### config.mk
export PLATFORM = sky130hd
export DESIGN_NAME = bin2bcd_seq
export DESIGN_NICKNAME = d
export VERILOG_FILES = /design/src/rtl/bin2bcd_seq.sv
export SDC_FILE = /design/constraint.sdc
export NUM_CORES = 1
export LEC_CHECK = 0
export ABC_AREA = 0
export CORE_MARGIN = 3
export CORE_UTILIZATION = 57
export DETAILED_ROUTE_END_ITERATION = 7
export PLACE_DENSITY = 0.83
export SYNTH_ARGS = -nofsm -noshare
export SYNTH_HDL_FRONTEND = slang
export SYNTH_SLANG_ARGS = --single-unit
### constraint.sdc
create_clock -name clk -period 2.87 [get_ports clk]
set_clock_uncertainty 0.05 [all_clocks]
set_input_delay 0.7175 -clock clk [delete_from_list [all_inputs] [get_ports clk]]
set_output_delay 0.7175 -clock clk [all_outputs]
set_load 0.01 [all_outputs]
### src/rtl/bin2bcd_seq.sv
// Sequential shift-and-add-3 binary-to-BCD converter, one input bit per clock.
// Optional seven-segment decode of the result is enabled by defining BIN2BCD_SEG_EN.
module bin2bcd_seq #(
  parameter int WIDTH  = 8,
  parameter int DIGITS = 3
) (
  input  logic                  clk,
  input  logic                  rst,
  input  logic                  start,
  input  logic [WIDTH-1:0]      bin,
  output logic                  busy,
  output logic                  done,
  output logic [4*DIGITS-1:0]   bcd
`ifdef BIN2BCD_SEG_EN
  ,
  output logic [7*DIGITS-1:0]   seg
`endif
);

  localparam int CW = (WIDTH > 1) ? $clog2(WIDTH) : 1;
  localparam longint DEC_RANGE = 64'(10) ** DIGITS;
  localparam longint BIN_RANGE = 64'(1) << WIDTH;

  generate
    if (DEC_RANGE < BIN_RANGE) begin : g_digits_check
      $error("bin2bcd_seq: DIGITS too small to represent 2**WIDTH-1");
    end
  endgenerate

  typedef enum logic [1:0] {IDLE, SHIFT, DONE} state_t;

  state_t              state, state_next;
  logic [WIDTH-1:0]    shreg, shreg_next;
  logic [4*DIGITS-1:0] scratch, scratch_next, adj;
  logic [CW-1:0]       cnt, cnt_next;

  // Per-digit correction; each digit wraps on its own, no carry into the next.
  genvar gi;
  generate
    for (gi = 0; gi < DIGITS; gi++) begin : g_adj
      assign adj[4*gi +: 4] = (scratch[4*gi +: 4] >= 4'd5) ?
                              scratch[4*gi +: 4] + 4'd3 : scratch[4*gi +: 4];
    end
  endgenerate

  always_comb begin
    state_next   = state;
    shreg_next   = shreg;
    scratch_next = scratch;
    cnt_next     = cnt;
    case (state)
      IDLE: begin
        if (start) begin
          shreg_next   = bin;
          scratch_next = '0;
          cnt_next     = CW'(WIDTH - 1);
          state_next   = SHIFT;
        end
      end
      SHIFT: begin
        {scratch_next, shreg_next} = {adj, shreg} << 1;
        if (cnt == '0) begin
          state_next = DONE;
        end else begin
          cnt_next = cnt - 1'b1;
        end
      end
      DONE: begin
        state_next = IDLE;
      end
      default: begin
        state_next = IDLE;
      end
    endcase
  end

  always_ff @(posedge clk) begin
    if (rst) begin
      state   <= IDLE;
      shreg   <= '0;
      scratch <= '0;
      cnt     <= '0;
      done    <= 1'b0;
      bcd     <= '0;
    end else begin
      state   <= state_next;
      shreg   <= shreg_next;
      scratch <= scratch_next;
      cnt     <= cnt_next;
      done    <= (state == DONE);
      if (state == DONE) begin
        bcd <= scratch;
      end
    end
  end

  assign busy = (state != IDLE);

`ifdef BIN2BCD_SEG_EN
  logic [7*DIGITS-1:0] seg_dec;

  function automatic logic [6:0] seg_of(input logic [3:0] d);
    case (d)
      4'd0:    seg_of = 7'h3F;
      4'd1:    seg_of = 7'h06;
      4'd2:    seg_of = 7'h5B;
      4'd3:    seg_of = 7'h4F;
      4'd4:    seg_of = 7'h66;
      4'd5:    seg_of = 7'h6D;
      4'd6:    seg_of = 7'h7D;
      4'd7:    seg_of = 7'h07;
      4'd8:    seg_of = 7'h7F;
      4'd9:    seg_of = 7'h6F;
      default: seg_of = 7'h00;
    endcase
  endfunction

  generate
    for (gi = 0; gi < DIGITS; gi++) begin : g_seg
      assign seg_dec[7*gi +: 7] = seg_of(scratch[4*gi +: 4]);
    end
  endgenerate

  // Latched alongside bcd so both always describe the same result.
  always_ff @(posedge clk) begin
    if (rst) begin
      seg <= '0;
    end else if (state == DONE) begin
      seg <= seg_dec;
    end
  end
`endif

endmodule

---- Word-level counts from Yosys, hierarchy flattened ----
Index checks and enable logic that the tools add are counted.
operators by class
  $add $sub $neg .......................... 4
  $lt $le $gt $ge ......................... 3
  eq/ne operators ......................... 5
  mux-type cells .......................... 13
  reduce and logical (&&, ||, !) cells .... 7
operators by type and width
  cell                                                                    count
  12-bit case mux with 2 select lines                                     1
  8-bit case mux with 2 select lines                                      1
  4-bit by 3-bit >= comparator with 1-bit output (second input constant)  3
  12-bit 2-to-1 mux                                                       1
  3-bit 2-to-1 mux                                                        3
  4-bit by 2-bit adder with 4-bit output (second input constant)          2
  4-bit 2-to-1 mux                                                        2
  8-bit 2-to-1 mux                                                        1
  2-bit != test (second input constant)                                   3
  3-bit case mux with 2 select lines                                      1
  2-bit 2-to-1 mux                                                        2
  2-bit case mux with 2 select lines                                      1
  2-bit AND reduction                                                     2
  2-bit nonzero test                                                      2
  3-bit by 2-bit adder with 3-bit output (second input constant)          1
  3-bit logical NOT                                                       1
  3-bit AND reduction                                                     1
  3-bit by 1-bit subtractor with 3-bit output (second input constant)     1
  2-bit by 1-bit == test with 1-bit output (second input constant)        1
  2-bit == test (second input constant)                                   1
  2-bit logical NOT                                                       1
storage, ports and cells
  bits in registers ....................... 38
  input bits .............................. 11
  output and inout bits ................... 14

---- Logic depth before layout (Yosys ltp) ----
Gate-level depths: netlist of the first run.
  word-level depth ........................ 3
  mapped depth ............................ 7

---- Worst setup path before layout of the first run ----
Ideal clock, no wire load.
  path type ............................... input -> register
  from .................................... in start
  to ...................................... reg scratch[10]
  library setup time ...................... 0.060 ns
  arrival ................................. 1.568 ns
  setup slack ............................. 1.192 ns
  stages .................................. 5
  buffers on the path ..................... 1
  cells stage by stage .................... buf_2 -> nor2_1 -> nor2_4 -> nor2_1 -> a22o_1
between the ends
  cells in the longest elaborated chain, start to end .. 2
ends and longest elaborated chain
  what                           line  RTL
  start: declaration             9     input logic start,
  2-bit != test (no line)        --
  2-bit AND reduction (no line)  --
  end signal: assignment         88    scratch <= scratch_next;
  end: declaration               34    logic [4*DIGITS-1:0] scratch, scratch_next, adj;
No other way between the ends.
A chain may end at the register's enable or synchronous reset.

---- Worst setup path after layout of the first run ----
  from .................................... reg state[0]
  to ...................................... out busy
between the ends
  cells in the longest elaborated chain, start to end .. 1
ends and longest elaborated chain
  what                      line  RTL
  start: declaration        32    state_t state, state_next;
  start signal: assignment  86    state <= state_next;
  2-bit nonzero test        97    assign busy = (state != IDLE);
  end: declaration          11    output logic busy,
No other way between the ends.

==> run_summary.xml, run 1 <==
<?xml version="1.0" encoding="UTF-8"?>
<metrics>
  <group name="cts">
    <metric name="post_cts_buffers" unit="">0</metric>
    <metric name="cts_resized" unit="">0</metric>
    <metric name="clk-insertion-delay-late" unit="ns">0.34</metric>
    <metric name="h-tree-depth" unit="">2</metric>
    <metric name="post_cts_hold_buffer_count" unit="">0</metric>
    <metric name="clock_sink_count" unit="">38</metric>
    <metric name="clock_path_buffers" unit="">2</metric>
    <metric name="clock_tree.root_cell" unit="">sky130_fd_sc_hd__clkbuf_4</metric>
    <metric name="cts_inserted_buffers" unit="">5</metric>
    <metric name="worst_setup_hold_path_clk_slew" unit="ns">0.12</metric>
    <metric name="cts_tree" unit="">yes</metric>
  </group>
  <group name="die">
    <metric name="design.portCount" unit="">25</metric>
    <metric name="floorplan.die.width" unit="µm">60.42</metric>
    <metric name="die-area" unit="µm²">3650</metric>
    <metric name="core_area" unit="µm²">2781</metric>
    <metric name="rows" unit="">19</metric>
    <metric name="die-height" unit="µm">60.42</metric>
    <metric name="initial_utilization" unit="%">60.68</metric>
  </group>
  <group name="timing">
    <metric name="hold_viol" unit="">0</metric>
    <metric name="timing.final.max_slew_violations" unit="">0</metric>
    <metric name="fmax" unit="GHz">0.4044</metric>
    <metric name="fin_setup_tns" unit="ns">0</metric>
    <metric name="slew_headroom" unit="%">46.20</metric>
    <metric name="finalWorstPathRequiredPeriod" unit="ns">2.473</metric>
    <metric name="tightest_slew" unit="ns">0.8054</metric>
    <metric name="setup_viol_count_final" unit="">0</metric>
    <metric name="rsz0062_at_grt" unit="">false</metric>
    <metric name="timing.final.ws_setup" unit="ns">0.3971</metric>
    <metric name="final_min_period_over_clock_period" unit="%">86.16</metric>
  </group>
  <group name="placement">
    <metric name="buffer_ports.inserted" unit="">24</metric>
    <metric name="pre_cts_ws" unit="ns">0.5601</metric>
    <metric name="detailedPlacementHpwl" unit="µm">2582</metric>
    <metric name="gpl.final_weighted_congestion" unit="">0.8299</metric>
    <metric name="dp.cells" unit="">250</metric>
  </group>
  <group name="synth">
    <metric name="post_synth_num_cell_types" unit="">32</metric>
    <metric name="post_synthesis_register_bit_count" unit="">38</metric>
    <metric name="yosys_warnings" unit="">0</metric>
    <metric name="syn_area_per_cell" unit="µm²">8.439</metric>
    <metric name="synth_nets" unit="">219</metric>
    <metric name="synth.yosys.seq_area_share" unit="%">45.07</metric>
    <metric name="gate_count_after_technology_mapping" unit="">200</metric>
    <metric name="synth.cell_area" unit="µm²">1688</metric>
  </group>
  <group name="worst_setup_path">
    <metric name="startpoint_type" unit="">flip-flop</metric>
    <metric name="crit_chain" unit="">or2_2, clkdlybuf4s50_1</metric>
    <metric name="critical_path.slowest_cell" unit="">sky130_fd_sc_hd__dfxtp_1</metric>
    <metric name="worst_ep_arrival_time" unit="ns">1.71</metric>
    <metric name="crit_fanout" unit="">13</metric>
    <metric name="endpoint_kind" unit="">output pin</metric>
    <metric name="critPathRequiredTime" unit="ns">2.10</metric>
    <metric name="worstSetupPathType" unit="">flip-flop to output pin</metric>
    <metric name="max_stage_delay" unit="ns">0.62</metric>
  </group>
  <group name="detailed_routing">
    <metric name="drt_drc_violations_left" unit="">0</metric>
    <metric name="detailedRoute.firstIterationViolations" unit="">44</metric>
    <metric name="route.detailed.wl_per_inst" unit="µm">13.07</metric>
    <metric name="dr.pass1.iters" unit="">4</metric>
    <metric name="drt-total-wl" unit="µm">3371</metric>
    <metric name="final_antenna_net_count" unit="">0</metric>
    <metric name="via_per_inst" unit="">5.597</metric>
    <metric name="via_count" unit="">1444</metric>
  </group>
  <group name="power_and_ir_drop">
    <metric name="max-vdd-ir-drop" unit="mV">0.4353</metric>
    <metric name="p_per_area" unit="nW/µm²">519.2</metric>
    <metric name="cellLeakagePower" unit="µW">0.0007900</metric>
  </group>
  <group name="global_route">
    <metric name="gr-total-overflow" unit="">0</metric>
    <metric name="largest_net_degree_at_the_start_of_global_routing" unit="">17</metric>
    <metric name="grt_pass1_vias" unit="">1338</metric>
    <metric name="groute.usage.overall" unit="%">20.30</metric>
    <metric name="grt_antenna_before_repair" unit="">0</metric>
    <metric name="grt_first_pass_wirelength" unit="µm">5506</metric>
  </group>
  <group name="finish">
    <metric name="final_cell_count_no_fill" unit="">258</metric>
    <metric name="fill_cells" unit="">214</metric>
    <metric name="insertedDiodeCount" unit="">0</metric>
    <metric name="synthToLayoutAreaGrowth" unit="%">19.87</metric>
    <metric name="post_route_cells_drive_above_1_share" unit="%">7.048</metric>
    <metric name="finish.net_count" unit="">245</metric>
  </group>
  <group name="min_path">
    <metric name="tightest_hold_check_type" unit="">flip-flop to flip-flop</metric>
  </group>
  <group name="run">
    <metric name="max-cap-violations" unit="">0</metric>
  </group>
  <group name="outcome">
    <metric name="status" unit="">finished clean</metric>
  </group>
</metrics>
-- path summary, 6_finish.rpt --
check	start	to	depth (start not counted)	slack [ns]
worst max-delay path	state[0]	busy	2	0.40
worst min-delay path	bcd[5]	bcd[5]	2	0.41
worst max register to register	state[1]	bcd[4]	4	1.24
worst min register to register	bcd[5]	bcd[5]	2	0.41
-- stage by stage --
| stage | area, µm² | utilization, % | hold WS [ns] | power, µW |
|---|---|---|---|---|
| global placement | 1944 | 69.91 | 0.3921 | 722.4 |
| CTS | 2023 | 72.74 | 0.4129 | 1058 |
| detailed placement | 1944 | 69.91 | 0.3978 | 728.8 |
| global route | 2023 | 72.74 | 0.4316 | 1097 |
| floorplan | 1688 | - | 0.3867 | 685.9 |
| finish | 2023 | 72.74 | 0.4118 | 1051 |
-- per-layer routing --
metal	GRT usage, %	routed length, µm	up-vias
met1	23.84	1480	654
met5	0	0	-
li1	-	-	732
met4	12.38	94	0
met2	34.26	1614	47
met3	3.830	181	11
-- kinds of logic (layout without fill, tap and decap cells) --
kind of cell	Yosys count	in the layout	synth area share (%)
XOR/XNOR	4	4	2.076
adder cells (fa/ha/maj)	8	8	5.931
flip-flops	38	38	45.07
AND/OR/NAND/NOR	84	84	22.68
AO/OA/AOI/OAI	45	45	17.57
buffers and inverters	18	45	4.892
multiplexers	3	3	1.779
-- report_power, final --
group          internal (µW)  total [µW]  leakage (µW)  switching, µW
clock network            167         334     0.0000446            167
logic                   68.1         147      0.000436           78.7
registers                551         570      0.000309           18.6
-- layout by cell type (no fill, tap or decap), types with 3 or more instances in the layout --
cell type	count
sky130_fd_sc_hd__nand2b_1	5
sky130_fd_sc_hd__buf_4	3
sky130_fd_sc_hd__xnor2_1	3
sky130_fd_sc_hd__clkdlybuf4s50_1	24
sky130_fd_sc_hd__a22o_1	7
sky130_fd_sc_hd__inv_1	9
sky130_fd_sc_hd__clkbuf_4	5
sky130_fd_sc_hd__ha_1	8
sky130_fd_sc_hd__a2bb2oi_1	7
sky130_fd_sc_hd__mux2i_1	3
sky130_fd_sc_hd__nand3_1	3
sky130_fd_sc_hd__a21oi_1	19
sky130_fd_sc_hd__nor2_1	31
sky130_fd_sc_hd__dfxtp_1	38
sky130_fd_sc_hd__nor3_1	10
sky130_fd_sc_hd__nor2b_1	3
sky130_fd_sc_hd__a211oi_1	3
sky130_fd_sc_hd__clkbuf_8	3
sky130_fd_sc_hd__nand2_1	26
sky130_fd_sc_hd__o21ai_0	5
-- sequential cells by signal, summed over array words and instances (netlist names) --
signal	cells
shreg	8
scratch	12
cnt	3
bcd	12
done	1
state	2
-- synth_stat cells --
cell type / n / area [µm²]
sky130_fd_sc_hd__nor3_1: 10 / 50.05
sky130_fd_sc_hd__xnor2_1: 3 / 26.28
sky130_fd_sc_hd__or2_0: 1 / 6.260
sky130_fd_sc_hd__nor2_4: 1 / 11.26
sky130_fd_sc_hd__a2bb2oi_1: 7 / 61.31
sky130_fd_sc_hd__dfxtp_1: 38 / 760.7
sky130_fd_sc_hd__inv_2: 1 / 3.750
sky130_fd_sc_hd__a32oi_1: 1 / 8.760
sky130_fd_sc_hd__nor2_1: 31 / 116.4
sky130_fd_sc_hd__inv_1: 9 / 33.78
sky130_fd_sc_hd__a22oi_1: 1 / 7.510
sky130_fd_sc_hd__nand2b_4: 1 / 13.76
sky130_fd_sc_hd__buf_2: 3 / 15.01
sky130_fd_sc_hd__or4b_1: 1 / 10.01
sky130_fd_sc_hd__or2_2: 1 / 6.260
sky130_fd_sc_hd__a211oi_1: 3 / 22.52
sky130_fd_sc_hd__clkbuf_1: 3 / 11.26
sky130_fd_sc_hd__o22ai_1: 1 / 6.260
sky130_fd_sc_hd__nand3_1: 3 / 15.01
sky130_fd_sc_hd__nor2b_1: 3 / 18.77
sky130_fd_sc_hd__a22o_1: 7 / 61.31
sky130_fd_sc_hd__a21oi_1: 19 / 95.09
sky130_fd_sc_hd__buf_4: 1 / 7.510
sky130_fd_sc_hd__o21ai_0: 5 / 25.02
sky130_fd_sc_hd__nand2_1: 26 / 97.59
sky130_fd_sc_hd__buf_6: 1 / 11.26
sky130_fd_sc_hd__and2_1: 1 / 6.260
sky130_fd_sc_hd__a21oi_2: 1 / 8.760
sky130_fd_sc_hd__nand2b_1: 5 / 31.28
sky130_fd_sc_hd__ha_1: 8 / 100.1
sky130_fd_sc_hd__xor2_1: 1 / 8.760
sky130_fd_sc_hd__mux2i_1: 3 / 30.03
-- worst max-delay path: cells and delay by family (launching register included) --
family | cells | cell delay, ns
buf+inv | 1 | 0.53
flops | 1 | 0.62
simple gates | 1 | 0.21
-- layout make-up --
class | count | area, µm² | area share [%]
well taps | 31 | 38.79 | 1.917
inverters | 10 | 37.54 | 1.855
flip-flops and latches | 38 | 760.7 | 37.60
clock buffers | 8 | 78.83 | 3.896
multi-input cells | 144 | 844.6 | 41.74
repair buffers | 27 | 262.8 | 12.99
(Power assumes the default switching activity.)
==> run 2: changes to the inputs <==
--- a/config.mk
+++ b/config.mk
@@ -7,9 +7,9 @@
 export LEC_CHECK = 0
 export ABC_AREA = 0
 export CORE_MARGIN = 3
-export CORE_UTILIZATION = 57
+export CORE_UTILIZATION = 30
 export DETAILED_ROUTE_END_ITERATION = 7
-export PLACE_DENSITY = 0.83
+export SKIP_LAST_GASP = 1
 export SYNTH_ARGS = -nofsm -noshare
 export SYNTH_HDL_FRONTEND = slang
 export SYNTH_SLANG_ARGS = --single-unit
==> run 2 against run 1 <==
Core utilization shrank 33 points. Global-route usage shrank 8.8 points. Power grew 4.0%. Critical path type unchanged. Cell count grew 15%. Count of clock-buffer cells in the layout shrank 2. Worst setup slack gained 0.026 ns. First-iteration DRC count grew 43%. Via count shrank 2.4%. Flip-flop and latch count is the same.
==> run_summary.xml, run 2 (synthesis results as in run 1) <==
<?xml version="1.0" encoding="UTF-8"?>
<metrics>
  <group name="detailed_routing">
    <metric name="via_count" unit="">1409</metric>
    <metric name="drt-total-wl" unit="µm">3355</metric>
    <metric name="via_per_inst" unit="">4.744</metric>
    <metric name="final_antenna_net_count" unit="">0</metric>
    <metric name="route.detailed.wl_per_inst" unit="µm">11.30</metric>
    <metric name="drt_drc_violations_left" unit="">0</metric>
    <metric name="dr.pass1.iters" unit="">4</metric>
    <metric name="detailedRoute.firstIterationViolations" unit="">63</metric>
  </group>
  <group name="finish">
    <metric name="leading_registers_by_flop_count" unit="">bcd: 12 flops, scratch: 12 flops, shreg: 8 flops</metric>
    <metric name="post_route_cells_drive_above_1_share" unit="%">7.048</metric>
    <metric name="finish.net_count" unit="">245</metric>
    <metric name="fill_cells" unit="">552</metric>
    <metric name="synthToLayoutAreaGrowth" unit="%">23.72</metric>
    <metric name="insertedDiodeCount" unit="">0</metric>
    <metric name="most_frequent_standard_cell_in_the_layout_excluding_fill_and_tap_cells" unit="">sky130_fd_sc_hd__dfxtp_1</metric>
    <metric name="most_used_cells_in_the_layout_excluding_fill_and_tap_cells" unit="">sky130_fd_sc_hd__dfxtp_1 (38), sky130_fd_sc_hd__nor2_1 (31), sky130_fd_sc_hd__nand2_1 (26), sky130_fd_sc_hd__clkdlybuf4s50_1 (24), sky130_fd_sc_hd__a21oi_1 (19)</metric>
    <metric name="final_design_area_no_fill" unit="µm²">2088</metric>
  </group>
  <group name="die">
    <metric name="die-height" unit="µm">81.01</metric>
    <metric name="floorplan.die.width" unit="µm">81.01</metric>
    <metric name="design.portCount" unit="">25</metric>
    <metric name="rows" unit="">26</metric>
    <metric name="die-area" unit="µm²">6563</metric>
    <metric name="initial_utilization" unit="%">32.03</metric>
    <metric name="core_area" unit="µm²">5270</metric>
  </group>
  <group name="worst_setup_path">
    <metric name="crit_chain" unit="">or2_2, clkdlybuf4s50_1</metric>
    <metric name="critical_path_buf_inv_count" unit="">1</metric>
    <metric name="worst_ep_arrival_time" unit="ns">1.68</metric>
    <metric name="worstSetupPathType" unit="">flip-flop to output pin</metric>
    <metric name="max_stage_delay" unit="ns">0.63</metric>
    <metric name="crit_fanout" unit="">13</metric>
    <metric name="startpoint_type" unit="">flip-flop</metric>
    <metric name="endpoint_kind" unit="">output pin</metric>
    <metric name="critical_path.slowest_cell" unit="">sky130_fd_sc_hd__dfxtp_1</metric>
    <metric name="critPathRequiredTime" unit="ns">2.10</metric>
    <metric name="regToRegSetupSlack" unit="ns">1.27</metric>
    <metric name="cpLargestDelayFamily" unit="">flip-flops</metric>
  </group>
  <group name="timing">
    <metric name="finalWorstPathRequiredPeriod" unit="ns">2.447</metric>
    <metric name="fin_worst_hold_slack" unit="ns">0.4050</metric>
    <metric name="fmax" unit="GHz">0.4086</metric>
    <metric name="hold_viol" unit="">0</metric>
    <metric name="fin_setup_tns" unit="ns">0</metric>
    <metric name="slew_headroom" unit="%">47.47</metric>
    <metric name="setup_viol_count_final" unit="">0</metric>
    <metric name="final_min_period_over_clock_period" unit="%">85.27</metric>
    <metric name="tightest_slew" unit="ns">0.7863</metric>
    <metric name="timing.final.max_slew_violations" unit="">0</metric>
    <metric name="rsz0062_at_grt" unit="">false</metric>
  </group>
  <group name="cts">
    <metric name="cts_resized" unit="">0</metric>
    <metric name="cts_inserted_buffers" unit="">5</metric>
    <metric name="post_cts_hold_buffer_count" unit="">0</metric>
    <metric name="clock_tree.root_cell" unit="">sky130_fd_sc_hd__clkbuf_8</metric>
    <metric name="h-tree-depth" unit="">2</metric>
    <metric name="worst_setup_hold_path_clk_slew" unit="ns">0.07</metric>
    <metric name="post_cts_buffers" unit="">0</metric>
    <metric name="clock_sink_count" unit="">38</metric>
    <metric name="cts_tree" unit="">yes</metric>
    <metric name="clk-insertion-delay-late" unit="ns">0.28</metric>
    <metric name="clock_path_buffers" unit="">2</metric>
  </group>
  <group name="outcome">
    <metric name="status" unit="">finished clean</metric>
  </group>
  <group name="global_route">
    <metric name="largest_net_degree_at_the_start_of_global_routing" unit="">21</metric>
    <metric name="gr-total-overflow" unit="">0</metric>
    <metric name="groute.usage.overall" unit="%">11.45</metric>
    <metric name="grt_antenna_before_repair" unit="">0</metric>
    <metric name="grt_first_pass_wirelength" unit="µm">5927</metric>
    <metric name="grt_pass1_vias" unit="">1300</metric>
  </group>
  <group name="power_and_ir_drop">
    <metric name="power.sequential.fraction" unit="%">52.1</metric>
    <metric name="share_clk_of_total_power" unit="%">34.4</metric>
    <metric name="p_per_area" unit="nW/µm²">523.3</metric>
    <metric name="cellLeakagePower" unit="µW">0.0007927</metric>
    <metric name="comb_power_share" unit="%">13.5</metric>
    <metric name="max-vdd-ir-drop" unit="mV">0.2049</metric>
    <metric name="cellInternalPower" unit="µW">812.0</metric>
    <metric name="power.switching_fraction" unit="%">25.70</metric>
    <metric name="p_switching" unit="µW">280.9</metric>
  </group>
  <group name="run">
    <metric name="max-cap-violations" unit="">0</metric>
  </group>
  <group name="min_path">
    <metric name="tightest_hold_check_type" unit="">flip-flop to flip-flop</metric>
  </group>
  <group name="placement">
    <metric name="detailedPlacementHpwl" unit="µm">2408</metric>
    <metric name="buffer_ports.inserted" unit="">24</metric>
    <metric name="gpl.final_weighted_congestion" unit="">0.8161</metric>
    <metric name="placement.cell_area" unit="µm²">1993</metric>
  </group>
</metrics>
-- run 2: cell type report --
cell class | instances | area (µm²) | share of cell area [%]
repair buffers | 27 | 262.8 | 12.58
multi-input cells | 144 | 844.6 | 40.44
well taps | 70 | 87.58 | 4.194
clock inverters | 2 | 12.51 | 0.5992
inverters | 10 | 37.54 | 1.797
flip-flops and latches | 38 | 760.7 | 36.43
clock buffers | 6 | 82.58 | 3.954
-- run 2: layer usage --
metal	global-route usage [%]	routed length (µm)	share of wire, %	vias up
met2	17.57	1437	43	29
met5	0	0	0	-
li1	-	-	-	737
met1	15.27	1714	51	639
met3	3.326	169	5.0	4
met4	4.054	34	1.0	0
-- run 2: path summary, 6_finish.rpt --
check        startpoint          to  cells after the start
min reg2reg     bcd[11]     bcd[11]                      2
max            state[0]        busy                      2
max reg2reg    state[0]  scratch[4]                      4
min             bcd[11]     bcd[11]                      2
-- run 2: worst register-to-register path: stages (launching register included) --
cell and delay, ns:
sky130_fd_sc_hd__dfxtp_1 0.63, sky130_fd_sc_hd__nor2_1 0.16, sky130_fd_sc_hd__or2_0 0.35, sky130_fd_sc_hd__a32oi_1 0.22, sky130_fd_sc_hd__a21oi_1 0.08
-- run 2: power groups by stage --
| stage | logic, µW | registers [µW] | clock network, µW |
|---|---|---|---|
| after floorplan | 110 | 575 | 0 |
| after global placement | 149 | 582 | 0 |
| after detailed placement | 148 | 581 | 0 |
| after CTS | 149 | 569 | 392 |
| after global routing | 169 | 573 | 413 |
| final | 147 | 570 | 376 |
-- run 2: stage by stage --
step / worst slack, ns / instances / util, % / total power, µW
global placement: 0.5366 / 289 / 37.82 / 730.5
finish: 0.4228 / 297 / 39.62 / 1093
CTS: 0.3982 / 297 / 39.62 / 1111
global route: 0.3015 / 297 / 39.62 / 1155
detailed placement: 0.5218 / 289 / 37.82 / 729.3
floorplan: 1.192 / 200 / - / 685.9
==> run 3: changes to the inputs <==
--- a/config.mk
+++ b/config.mk
@@ -6,6 +6,7 @@
 export NUM_CORES = 1
 export LEC_CHECK = 0
 export ABC_AREA = 0
+export ABC_CLOCK_PERIOD_IN_PS = 2870
 export CORE_MARGIN = 3
 export CORE_UTILIZATION = 30
 export DETAILED_ROUTE_END_ITERATION = 7
==> results of run 3 <==
The final DEF is identical to that of run 2; final timing and power are the same.
